### src/rtl/data_sync_pkg.sv
// +----------------------------------------------------------------------------+
// | data_sync_pkg : shared state encoding and default timing for data_sync_tx   |
// | Rev 1.0                                                                     |
// +----------------------------------------------------------------------------+
`default_nettype none

package data_sync_pkg;

  localparam logic [1:0] c_IDLE  = 2'd0;
  localparam logic [1:0] c_SETUP = 2'd1;
  localparam logic [1:0] c_HOLD  = 2'd2;
  localparam logic [1:0] c_GAP   = 2'd3;

  localparam int c_BUS_WIDTH    = 8;
  localparam int c_FIFO_DEPTH   = 4;
  localparam int c_SETUP_CYCLES = 1;
  localparam int c_HOLD_CYCLES  = 4;
  localparam int c_GAP_CYCLES   = 4;

  function automatic int max3(input int a, input int b, input int c);
    int m;
    m = (a > b) ? a : b;
    return (m > c) ? m : c;
  endfunction

endpackage

`default_nettype wire

### src/rtl/data_sync_tx_fifo.sv
// +----------------------------------------------------------------------------+
// | sync_fifo_sc : single-clock FIFO with occupancy count, head-of-queue dout   |
// | Rev 1.0                                                                     |
// +----------------------------------------------------------------------------+
`default_nettype none

module sync_fifo_sc #(
  parameter int WIDTH = 8,
  parameter int DEPTH = 4
) (
  input  logic                       clk,
  input  logic                       rst,
  input  logic                       i_push,
  input  logic [WIDTH-1:0]           i_din,
  input  logic                       i_pop,
  output logic [WIDTH-1:0]           o_dout,
  output logic                       o_full,
  output logic                       o_empty,
  output logic [$clog2(DEPTH):0]     o_count
);

  localparam int AW = $clog2(DEPTH);

  logic [WIDTH-1:0] r_mem [DEPTH];
  logic [AW-1:0]    r_wr_ptr;
  logic [AW-1:0]    r_rd_ptr;
  logic [AW:0]      r_count;
  logic             w_push_ok;
  logic             w_pop_ok;

  // Full refuses a push even when a pop lands in the same cycle.
  assign o_full    = (r_count == (AW+1)'(DEPTH));
  assign o_empty   = (r_count == '0);
  assign w_push_ok = i_push & ~o_full;
  assign w_pop_ok  = i_pop & ~o_empty;
  assign o_dout    = r_mem[r_rd_ptr];
  assign o_count   = r_count;

  always_ff @(posedge clk) begin
    if (w_push_ok) begin
      r_mem[r_wr_ptr] <= i_din;
    end
  end

  always_ff @(posedge clk or posedge rst) begin
    if (rst) begin
      r_wr_ptr <= '0;
      r_rd_ptr <= '0;
      r_count  <= '0;
    end else begin
      if (w_push_ok) begin
        r_wr_ptr <= r_wr_ptr + AW'(1);
      end
      if (w_pop_ok) begin
        r_rd_ptr <= r_rd_ptr + AW'(1);
      end
      case ({w_push_ok, w_pop_ok})
        2'b10:   r_count <= r_count + (AW+1)'(1);
        2'b01:   r_count <= r_count - (AW+1)'(1);
        default: r_count <= r_count;
      endcase
    end
  end

endmodule

`default_nettype wire

### src/rtl/data_sync_tx.sv
// +----------------------------------------------------------------------------+
// | data_sync_tx : buffered launcher driving a held bus plus timed level enable |
// | Rev 1.0                                                                     |
// +----------------------------------------------------------------------------+
`default_nettype none

module data_sync_tx
  import data_sync_pkg::*;
#(
  parameter int BUS_WIDTH    = c_BUS_WIDTH,
  parameter int FIFO_DEPTH   = c_FIFO_DEPTH,
  parameter int SETUP_CYCLES = c_SETUP_CYCLES,
  parameter int HOLD_CYCLES  = c_HOLD_CYCLES,
  parameter int GAP_CYCLES   = c_GAP_CYCLES
) (
  input  logic                          CLK,
  input  logic                          RST,
  input  logic [BUS_WIDTH-1:0]          in_data,
  input  logic                          in_valid,
  output logic                          in_ready,
  output logic [BUS_WIDTH-1:0]          Unsync_bus,
  output logic                          bus_enable,
  output logic                          busy,
  output logic [$clog2(FIFO_DEPTH):0]   fifo_count
);

  localparam int CW = $clog2(max3(SETUP_CYCLES, HOLD_CYCLES, GAP_CYCLES)) + 1;

  generate
    if (SETUP_CYCLES < 1 || HOLD_CYCLES < 1 || GAP_CYCLES < 1) begin : g_bad_timing
      $error("data_sync_tx: SETUP/HOLD/GAP cycles must all be >= 1");
    end
    if (FIFO_DEPTH < 2 || (FIFO_DEPTH & (FIFO_DEPTH - 1)) != 0) begin : g_bad_depth
      $error("data_sync_tx: FIFO_DEPTH must be a power of 2 and >= 2");
    end
  endgenerate

  logic [1:0]           r_state;
  logic [1:0]           w_state_nxt;
  logic [CW-1:0]        r_cnt;
  logic [CW-1:0]        w_cnt_nxt;
  logic [BUS_WIDTH-1:0] r_bus;
  logic [BUS_WIDTH-1:0] w_bus_nxt;
  logic                 r_en;
  logic                 w_en_nxt;
  logic                 w_pop;
  logic                 w_push;
  logic                 w_fifo_full;
  logic                 w_fifo_empty;
  logic [BUS_WIDTH-1:0] w_fifo_dout;

  assign in_ready = ~w_fifo_full;
  assign w_push   = in_valid & in_ready;

  sync_fifo_sc #(
    .WIDTH (BUS_WIDTH),
    .DEPTH (FIFO_DEPTH)
  ) u_fifo (
    .clk     (CLK),
    .rst     (RST),
    .i_push  (w_push),
    .i_din   (in_data),
    .i_pop   (w_pop),
    .o_dout  (w_fifo_dout),
    .o_full  (w_fifo_full),
    .o_empty (w_fifo_empty),
    .o_count (fifo_count)
  );

  always_ff @(posedge CLK or posedge RST) begin
    if (RST) begin
      r_state <= c_IDLE;
    end else begin
      r_state <= w_state_nxt;
    end
  end

  always_comb begin
    w_state_nxt = r_state;
    case (r_state)
      c_IDLE:  if (!w_fifo_empty) w_state_nxt = c_SETUP;
      c_SETUP: if (r_cnt == '0)   w_state_nxt = c_HOLD;
      c_HOLD:  if (r_cnt == '0)   w_state_nxt = c_GAP;
      c_GAP:   if (r_cnt == '0)   w_state_nxt = c_IDLE;
      default: w_state_nxt = c_IDLE;
    endcase
  end

  // The bus only loads on leaving IDLE, so it stays frozen through SETUP, HOLD and GAP.
  always_comb begin
    w_pop     = 1'b0;
    w_cnt_nxt = r_cnt;
    w_bus_nxt = r_bus;
    w_en_nxt  = r_en;
    case (r_state)
      c_IDLE: begin
        if (!w_fifo_empty) begin
          w_pop     = 1'b1;
          w_bus_nxt = w_fifo_dout;
          w_cnt_nxt = CW'(SETUP_CYCLES - 1);
        end
      end
      c_SETUP: begin
        if (r_cnt == '0) begin
          w_en_nxt  = 1'b1;
          w_cnt_nxt = CW'(HOLD_CYCLES - 1);
        end else begin
          w_cnt_nxt = r_cnt - CW'(1);
        end
      end
      c_HOLD: begin
        if (r_cnt == '0) begin
          w_en_nxt  = 1'b0;
          w_cnt_nxt = CW'(GAP_CYCLES - 1);
        end else begin
          w_cnt_nxt = r_cnt - CW'(1);
        end
      end
      c_GAP: begin
        if (r_cnt != '0) begin
          w_cnt_nxt = r_cnt - CW'(1);
        end
      end
      default: begin
        w_cnt_nxt = '0;
      end
    endcase
  end

  always_ff @(posedge CLK or posedge RST) begin
    if (RST) begin
      r_cnt <= '0;
      r_bus <= '0;
      r_en  <= 1'b0;
    end else begin
      r_cnt <= w_cnt_nxt;
      r_bus <= w_bus_nxt;
      r_en  <= w_en_nxt;
    end
  end

  assign Unsync_bus = r_bus;
  assign bus_enable = r_en;
  assign busy       = (r_state != c_IDLE) | ~w_fifo_empty;

endmodule

`default_nettype wire

### config.mk
export PLATFORM = sky130hd
export DESIGN_NAME = data_sync_tx
export DESIGN_NICKNAME = d
export VERILOG_FILES = /design/src/rtl/data_sync_pkg.sv /design/src/rtl/data_sync_tx_fifo.sv /design/src/rtl/data_sync_tx.sv
export SDC_FILE = /design/constraint.sdc
export NUM_CORES = 1
export LEC_CHECK = 0
export CAP_MARGIN = 10
export CORE_ASPECT_RATIO = 1.1
export CORE_UTILIZATION = 40
export CTS_BUF_LIST = sky130_fd_sc_hd__clkbuf_16
export DETAILED_ROUTE_END_ITERATION = 16
export HOLD_SLACK_MARGIN = 0.05
export PLACE_DENSITY_LB_ADDON = 0.25
export RECOVER_POWER = 25
export SLEW_MARGIN = 20
export SYNTH_ARGS = -nofsm -noshare
export SYNTH_HDL_FRONTEND = slang
export SYNTH_SLANG_ARGS = --single-unit
export TNS_END_PERCENT = 100
### constraint.sdc
create_clock -name CLK -period 3 [get_ports CLK]
set_input_delay 0.75 -clock CLK [delete_from_list [all_inputs] [get_ports CLK]]
set_output_delay 0.75 -clock CLK [all_outputs]
set_load 0.03 [all_outputs]
# After elaboration in Yosys (flattened, before gate mapping)
# Memories as Yosys holds them, arrays and structs flattened. A register that Yosys moved wholly into a read port is not among the register bits.
# Index checks and enable logic that the tools add are counted.
# totals
elab_cells	58
ff_bits	13
mem_bits_rw	32
mem_count	1
# classes
mux	17
eq_ne	11
addsub	5
bitwise_logic	6
reduce_logical	12
# mem_list
name	depth	word_bits	read_ports	rd_clocked_by_memory_dff	wr	line	rtl
u_fifo.r_mem	4	8	1	1	1	data_sync_tx_fifo.sv:24	logic [WIDTH-1:0] r_mem [DEPTH];
# ops
op	count
2-bit inequality test (second input constant)	5
3-bit two-way mux	3
3-bit case mux with 3 select lines	1
2-bit two-way mux	4
2-bit case mux with 4 select lines	1
2-bit == test (second input constant)	3
3-bit logical NOT	2
1-bit two-way mux	6
3-bit case mux with 2 select lines	1
2-bit nonzero test	3
3-bit by 1-bit subtractor with 3-bit output (second input constant)	2
2-bit by 1-bit adder with 2-bit output (second input constant)	2
2-bit by 1-bit == test with 1-bit output (second input constant)	2
2-bit AND reduction	2
4-bit AND reduction	1
3-bit by 1-bit adder with 3-bit output (second input constant)	1
1-bit bitwise AND	3
3-bit == test (second input constant)	1
3-bit AND reduction	1
3-bit nonzero test	1
2-bit logical NOT	1
1-bit inverter	2
1-bit case mux with 2 select lines	1
2-bit OR reduction	1
1-bit bitwise OR	1

# Logic depth before layout (Yosys ltp)
# Gate-level depths: netlist of run 1.
# logic_depth
ltp_word	6
ltp_mapped	9

# Cells and area by module
# A second synthesis of run 1 with hierarchy kept.
# hier_totals
cells_unflattened	141
hier_area_um2	2311.0
# modules_own_cells
mod	seq_area_each_um2	cells_per_inst	area_each_um2	n_inst
sync_fifo_sc	1136.1	80	1596.5	1
data_sync_tx	350.3	61	714.4	1

# Worst setup path before layout of run 1
# Ideal clock, no wire load.
# synth_path
path_kind	reg2reg
from	reg u_fifo.r_count[1], in the netlist u_fifo.o_count[1]
to	reg u_fifo.r_count[2], in the netlist u_fifo.o_count[2]
setup_time_ps	139
stages_incl_launch_ff	8
path_buffers	0
setup_slack_ps	591
arrival_ps	2269
cell_sequence	dfrtp_1 o31ai_2 inv_2 ha_1 fa_1 xnor2_1 nor2_1 xor2_1
# synth_between
elab_chain_len	6
word_cells_on_any_way	15
classes_between	add/sub: 2; eq/ne: 3; mux: 3; bitwise: 5; reduce/logical: 2
# synth_rtl
element	line	rtl
start, declared	data_sync_tx_fifo.sv:27	logic [AW:0] r_count;
start signal, assigned	data_sync_tx_fifo.sv:58	2'b10: r_count <= r_count + (AW+1)'(1);
start signal, assigned	data_sync_tx_fifo.sv:59	2'b01: r_count <= r_count - (AW+1)'(1);
start signal, assigned	data_sync_tx_fifo.sv:60	default: r_count <= r_count;
3-bit logical NOT (*)	data_sync_tx_fifo.sv:33	assign o_empty = (r_count == '0);
1-bit two-way mux (*)	data_sync_tx.sv:97	if (!w_fifo_empty) begin
1-bit two-way mux (*)	data_sync_tx.sv:95	case (r_state)
via u_fifo.i_pop	data_sync_tx_fifo.sv:15	input logic i_pop,
1-bit bitwise AND (*)	data_sync_tx_fifo.sv:35	assign w_pop_ok = i_pop & ~o_empty;
2-bit by 1-bit == test with 1-bit output or 2-bit == test (tied branches)	data_sync_tx_fifo.sv:57	case ({w_push_ok, w_pop_ok})
3-bit case mux with 2 select lines or 2-bit nonzero test (tied branches)	--	
# The timed path passes the listed nets; every way through them passes the cells marked *.
# A chain may end at the register's enable or synchronous reset.

# Worst setup path after layout of run 1
# layout_path
from	reg r_state[0]
to	out busy
# layout_between
elab_chain_len	2
# layout_rtl
element	line	rtl
start, declared	data_sync_tx.sv:38	logic [1:0] r_state;
start signal, assigned	data_sync_tx.sv:72	r_state <= c_IDLE;
start signal, assigned	data_sync_tx.sv:74	r_state <= w_state_nxt;
2-bit nonzero test	data_sync_tx.sv:144	assign busy = (r_state != c_IDLE) | ~w_fifo_empty;
1-bit bitwise OR	data_sync_tx.sv:144	
end, declared	data_sync_tx.sv:23	output logic busy,
# No other way between the ends.

==> flow_summary.yaml, run 1 <==
grt:
  grt_usage_pct: 14.8
  largest_net_degree_at_the_start_of_global_routing: 22
  grt-ovfl-total: 0
  grt_antenna_before_repair: 0
  first_global_vias: 1371
  grt_pass1_wl_um: 6450
worst_setup_path:
  critPathArrivalTime_ns: 2.09
  crit_type: "flop to output port"
  worstPathMaxFanout: 5
  critical-path-slowest-cell: "clkdlybuf4s50_1"
  worst_r2r_path_depth: 8
  critPathMostFrequentCell: "inv_1"
  worstPathCellList: "inv_1 > ha_1 > nor4b_4 > inv_1 > clkdlybuf4s50_1"
  timing.critical_path.from_type: "flop"
  setup.worst_path.end_class: "output port"
  slowest_delay_ns: 0.61
  crit_required_ns: 2.25
placed_design:
  place.gp.congestion: 0.732
  hpwl_um: 2770
  io_buffers: 24
synth:
  synth-async-reset-ratio_pct: 39.6
  ys_ff_latch: 53
  synth_edf_count: 32
  synth_top_area_share_pct: 41.9
  synth.net_count: 178
  syn_avg_cell_area_um2: 14.9
  yosys_warnings: 0
  synth_ff_type: "edfxtp_1"
  yosys.area.top_type: "edfxtp_1"
  mappedNetlistArea_mm2: 0.00229
  syn-instance-count: 154
  synth_top_cells_by_area: "edfxtp_1 (42%), dfrtp_1 (23%), mux4_2 (7.9%)"
  synth.distinct_cells: 33
  seq_area_frac_synth_pct: 64.8
cts:
  postCtsSetupRepairBufs: 0
  cts_root_buffer: "clkbuf_16"
  numCtsBuffers: 5
  tritoncts: "built"
  clock_tree.htree_level_count: 2
  cts.path.max_buffers: 2
  clock_latency_ns: 0.29
  cts.sinks: 53
  clkSlewWorstSetupHoldPaths_ns: 0.07
layout:
  antenna_cells: 0
  combined_area_of_the_multi_input_logic_cells_um2: 767
  layout-drive-gt1-share_pct: 13.5
  finalNetCount: 208
  fillers: 476
  synthToLayoutAreaGrowth_pct: 21.3
  final_common_cell: "edfxtp_1"
  most-common-layout-cells: "edfxtp_1 (32), nand2_1 (25), dfrtp_1 (21)"
  final_core_utilization_pct: 50.9
  seq_area_mm2: 0.00149
routing:
  wirelength_um: 3900
  wl_per_cell_um: 15.0
  detail_route.first_pass.iterations: 4
  final_antenna_net_count: 0
  initialDrtViolationCount: 28
  viasPerCell: 5.03
  routed-via-count: 1309
  drc_errors: 0
timing:
  min_period_over_period_pct: 94.8
  finalWorstPathRequiredPeriod_ns: 2.84
  report.final.hold_viol_count: 0
  max_slew_violation_total_from_the_final_report: 0
  setup_viol: 0
  max_slew_margin_pct: 44.0
  max_freq_mhz: 352
  fin_worst_hold_slack_ns: 0.478
  slew_at_the_pin_closest_to_its_max_slew_limit_ns: 0.839
  clock_skew_ns: 0.00825
  setup_tns_ns: 0
outcome:
  status: "complete, no violations"
hold_path:
  hold_depth: 2
  holdCritPathClass: "flop to flop"
floorplan:
  dieArea_mm2: 0.00604
  io_pins: 25
  die_h_um: 81.4
  core_region_area_mm2: 0.00547
  floorplan.rows: 28
  initial_core_util_pct: 42.0
  die-width_um: 74.2
pwr:
  static_leakage_nw: 1.12
  total_power_mw: 3.08
  cellPowerDensity_mw_per_mm2: 1110
  vdd_drop_max_mv: 0.398
job:
  drv.max_cap_violation_count: 0
## cell families after synthesis
kind of cell,count (synthesis),synth area share (%)
flops,53,64.8
simple gates,45,9.71
buf+inv,13,2.18
mux,13,10.2
fa+ha+maj,13,7.42
compound gates,11,3.44
xor+xnor,6,2.29
## layer usage
layer | vias up | global-route usage [%] | share of wire, %
li1 | 613 | - | -
met1 | 655 | 17.0 | 43
met2 | 32 | 25.8 | 52
met3 | 9 | 3.31 | 2.8
met4 | 0 | 7.17 | 2.3
met5 | - | 0 | 0
## timing repair
item,4_1_cts,5_1_grt
endpoints found under the setup margin,0,1
hold buffers,0,0
resized for setup,0,1
## synthesized netlist by cell type (2+ instances only)
master	number
edfxtp_1	32
nand2_1	25
dfrtp_1	21
ha_1	12
inv_1	10
mux4_2	8
nor2_1	6
xnor2_1	5
and3_1	4
a21oi_1	3
mux2_2	3
mux2i_1	2
nor3_1	2
o21ai_0	2
## metrics by stage
stage | worst slack, ns | cell area, um2 | std cells
floorplan | 0.591 | 2290 | 154
global placement | 0.461 | 2630 | 252
detailed placement | 0.390 | 2630 | 252
CTS | 0.0638 | 2780 | 260
global route | -0.00166 | 2780 | 260
finish | 0.157 | 2780 | 260
## sequential cells by signal (all words and copies together), names as in the netlist
name / flops
u_fifo.o_count: 3
u_fifo.r_mem: 32
u_fifo.r_rd_ptr: 2
r_state: 2
r_cnt: 3
bus_enable: 1
Unsync_bus: 8
u_fifo.r_wr_ptr: 2
## worst max-delay path, delay by kind of cell (launching register included)
kind	cells	cell delay [ns]
buffers and inverters	3	0.88
DFF	1	0.41
and+or+nand+nor	1	0.30
adders and majority gates	1	0.20
## where the power goes
part / leakage [nW] / switching (mW) / internal, mW
Clock: 0.0738 / 0.258 / 0.311
Sequential: 0.548 / 0.199 / 1.02
Combinational: 0.494 / 0.681 / 0.613
Total: 1.12 / 1.14 / 1.94
## cell type report
| type | instances | share of cell area [%] |
|---|---|---|
| Sequential cell | 53 | 53.4 |
| Multi-Input combinational cell | 88 | 27.6 |
| Timing Repair Buffer | 25 | 8.90 |
| Clock buffer | 5 | 4.49 |
| Tap cell | 75 | 3.37 |
| Inverter | 11 | 1.48 |
| Clock inverter | 3 | 0.809 |
## path summary, 6_finish.rpt
path,from,endpoint,slack [ns]
hold / removal,Unsync_bus[0]$_DFFE_PP0P_,Unsync_bus[0]$_DFFE_PP0P_,0.48
hold reg to reg,Unsync_bus[0]$_DFFE_PP0P_,Unsync_bus[0]$_DFFE_PP0P_,0.48
setup / recovery,r_state[0]$_DFFE_PP0P_,busy,0.16
max in group asynchronous,RST,u_fifo.r_wr_ptr[1]$_DFFE_PP0P_,1.54
min in group asynchronous,RST,Unsync_bus[1]$_DFFE_PP0P_,0.93
setup reg to reg,r_state[0]$_DFFE_PP0P_,u_fifo.o_count[1]$_DFFE_PP0P_,0.77
Power figures use the tool's default switching activity.
==> run 2: changes to the inputs <==
--- a/config.mk
+++ b/config.mk
@@ -13,6 +13,7 @@
 export HOLD_SLACK_MARGIN = 0.05
 export PLACE_DENSITY_LB_ADDON = 0.25
 export RECOVER_POWER = 25
+export SETUP_SLACK_MARGIN = 0.3
 export SLEW_MARGIN = 20
 export SYNTH_ARGS = -nofsm -noshare
 export SYNTH_HDL_FRONTEND = slang
==> flow_summary.yaml, run 2 (same netlist as run 1, synthesis figures left out) <==
outcome:
  status: "complete, no violations"
pwr:
  vdd_drop_max_mv: 0.398
  cell_internal_pwr_mw: 1.95
  cellPowerDensity_mw_per_mm2: 1110
  share_seq_of_total_power_pct: 39.5
  power.switching_fraction_pct: 36.9
  power.clock.fraction_pct: 18.4
  net-switching-power_mw: 1.14
  static_leakage_nw: 1.12
  power.share.combinational_pct: 42.0
layout:
  finalNetCount: 209
  layout-drive-gt1-share_pct: 14.0
  max_ffs_per_register: 32
  final_common_cell: "edfxtp_1"
  antenna_cells: 0
  synthToLayoutAreaGrowth_pct: 21.6
  most-common-layout-cells: "edfxtp_1 (32), nand2_1 (25), dfrtp_1 (21)"
  post-route-cell-area_mm2: 0.00279
  max_flop_register: "u_fifo.r_mem"
routing:
  drc_errors: 0
  final_antenna_net_count: 0
  detail_route.first_pass.iterations: 5
  routed-via-count: 1323
  wl_per_cell_um: 15.0
  initialDrtViolationCount: 29
  wirelength_um: 3900
  viasPerCell: 5.07
grt:
  grt_pass1_wl_um: 6440
  grt_antenna_before_repair: 0
  grt_usage_pct: 14.8
  largest_net_degree_at_the_start_of_global_routing: 22
  grt-ovfl-total: 0
  first_global_vias: 1369
worst_setup_path:
  crit_required_ns: 2.25
  setup.worst_path.end_class: "output port"
  critPathArrivalTime_ns: 1.84
  worstPathMaxFanout: 6
  crit_type: "flop to output port"
  timing.critical_path.from_type: "flop"
  regToRegSetupSlack_ns: 0.77
timing:
  max_slew_margin_pct: 44.1
  finalWorstPathRequiredPeriod_ns: 2.59
  slew_at_the_pin_closest_to_its_max_slew_limit_ns: 0.837
  setup_viol: 0
  setup_repair_after_global_routing_missed_its_margin: "no"
  clock_skew_ns: 0.00814
  report.final.hold_viol_count: 0
  setup_tns_ns: 0
  max_slew_violation_total_from_the_final_report: 0
  max_freq_mhz: 386
  min_period_over_period_pct: 86.4
cts:
  tritoncts: "built"
  numCtsBuffers: 5
  postCtsHoldBufs: 0
  cts.sinks: 53
  clkSlewWorstSetupHoldPaths_ns: 0.07
  clock_latency_ns: 0.29
  cts_root_buffer: "clkbuf_16"
  clock_tree.htree_level_count: 2
  cts.path.max_buffers: 2
job:
  drv.max_cap_violation_count: 0
floorplan:
  io_pins: 25
  die-width_um: 74.2
  initial_core_util_pct: 42.0
  dieArea_mm2: 0.00604
  floorplan.rows: 28
  die_h_um: 81.4
  core_region_area_mm2: 0.00547
placed_design:
  dpl-instance-area_mm2: 0.00263
  place.gp.congestion: 0.732
  io_buffers: 24
  hpwl_um: 2770
hold_path:
  holdCritPathClass: "flop to flop"
==> run 2: changes by cell type in the layout (fill, tap and decap cells not counted) <==
cell / before / now
buf_4: 1 / 2
clkdlybuf4s50_1: 16 / 15
clkdlybuf4s15_1: 0 / 1
==> run 2: final timing paths <==
| check | cells past startpoint | endpoint | startpoint |
|---|---|---|---|
| worst max register to register | 8 | u_fifo.o_count[1]$_DFFE_PP0P_ | r_state[0]$_DFFE_PP0P_ |
| max in group asynchronous | 2 | u_fifo.r_wr_ptr[1]$_DFFE_PP0P_ | RST |
| min in group asynchronous | 2 | Unsync_bus[1]$_DFFE_PP0P_ | RST |
| worst min-delay path | 2 | Unsync_bus[0]$_DFFE_PP0P_ | Unsync_bus[0]$_DFFE_PP0P_ |
| worst max-delay path | 2 | in_ready | u_fifo.o_count[1]$_DFFE_PP0P_ |
| worst min register to register | 2 | Unsync_bus[0]$_DFFE_PP0P_ | Unsync_bus[0]$_DFFE_PP0P_ |
==> run 2: what timing repair did <==
item | 4_1_cts | 5_1_grt
setup buffers | 0 | 1
gates resized for setup | 2 | 1
endpoints found under the setup margin | 1 | 1
==> run 2: worst max-delay path, stage by stage (launching register included) <==
cell	delay [ns]
dfrtp_1	0.48
or3b_4	0.46
clkdlybuf4s50_1	0.60
==> run 2: power by group through the flow <==
stage / logic [mW] / clock network, mW / registers (mW)
finish: 1.30 / 0.568 / 1.22
global route: 1.45 / 0.606 / 1.26
CTS: 1.32 / 0.581 / 1.23
detailed placement: 1.30 / 0 / 1.24
global placement: 1.26 / 0 / 1.22
floorplan: 0.818 / 0 / 1.30
==> run 2: metal layers <==
layer  global-route usage (%)  wire (um)
met2                     25.8       2040
met1                     17.0       1630
met5                        0          0
met4                     7.17         90
met3                     3.31        143
==> run 2: cell type report <==
class | count | area (um2)
Clock buffer | 5 | 125
Fill cell | 477 | 2670
Sequential cell | 53 | 1490
Inverter | 11 | 41.3
Clock inverter | 3 | 22.5
Multi-Input combinational cell | 88 | 767
Tap cell | 75 | 93.8
Timing Repair Buffer | 26 | 255
==> run 2: metrics by stage <==
step	util, %	hold WS, ns	worst slack, ns	instances	total power, mW
after CTS	50.9	0.479	0.398	260	3.13
final	51.1	0.478	0.408	261	3.08
after global placement	48.1	0.460	0.461	252	2.48
after global routing	51.1	0.509	0.299	261	3.31
after detailed placement	48.1	0.462	0.390	252	2.54
after floorplan	-	0.481	0.591	154	2.12
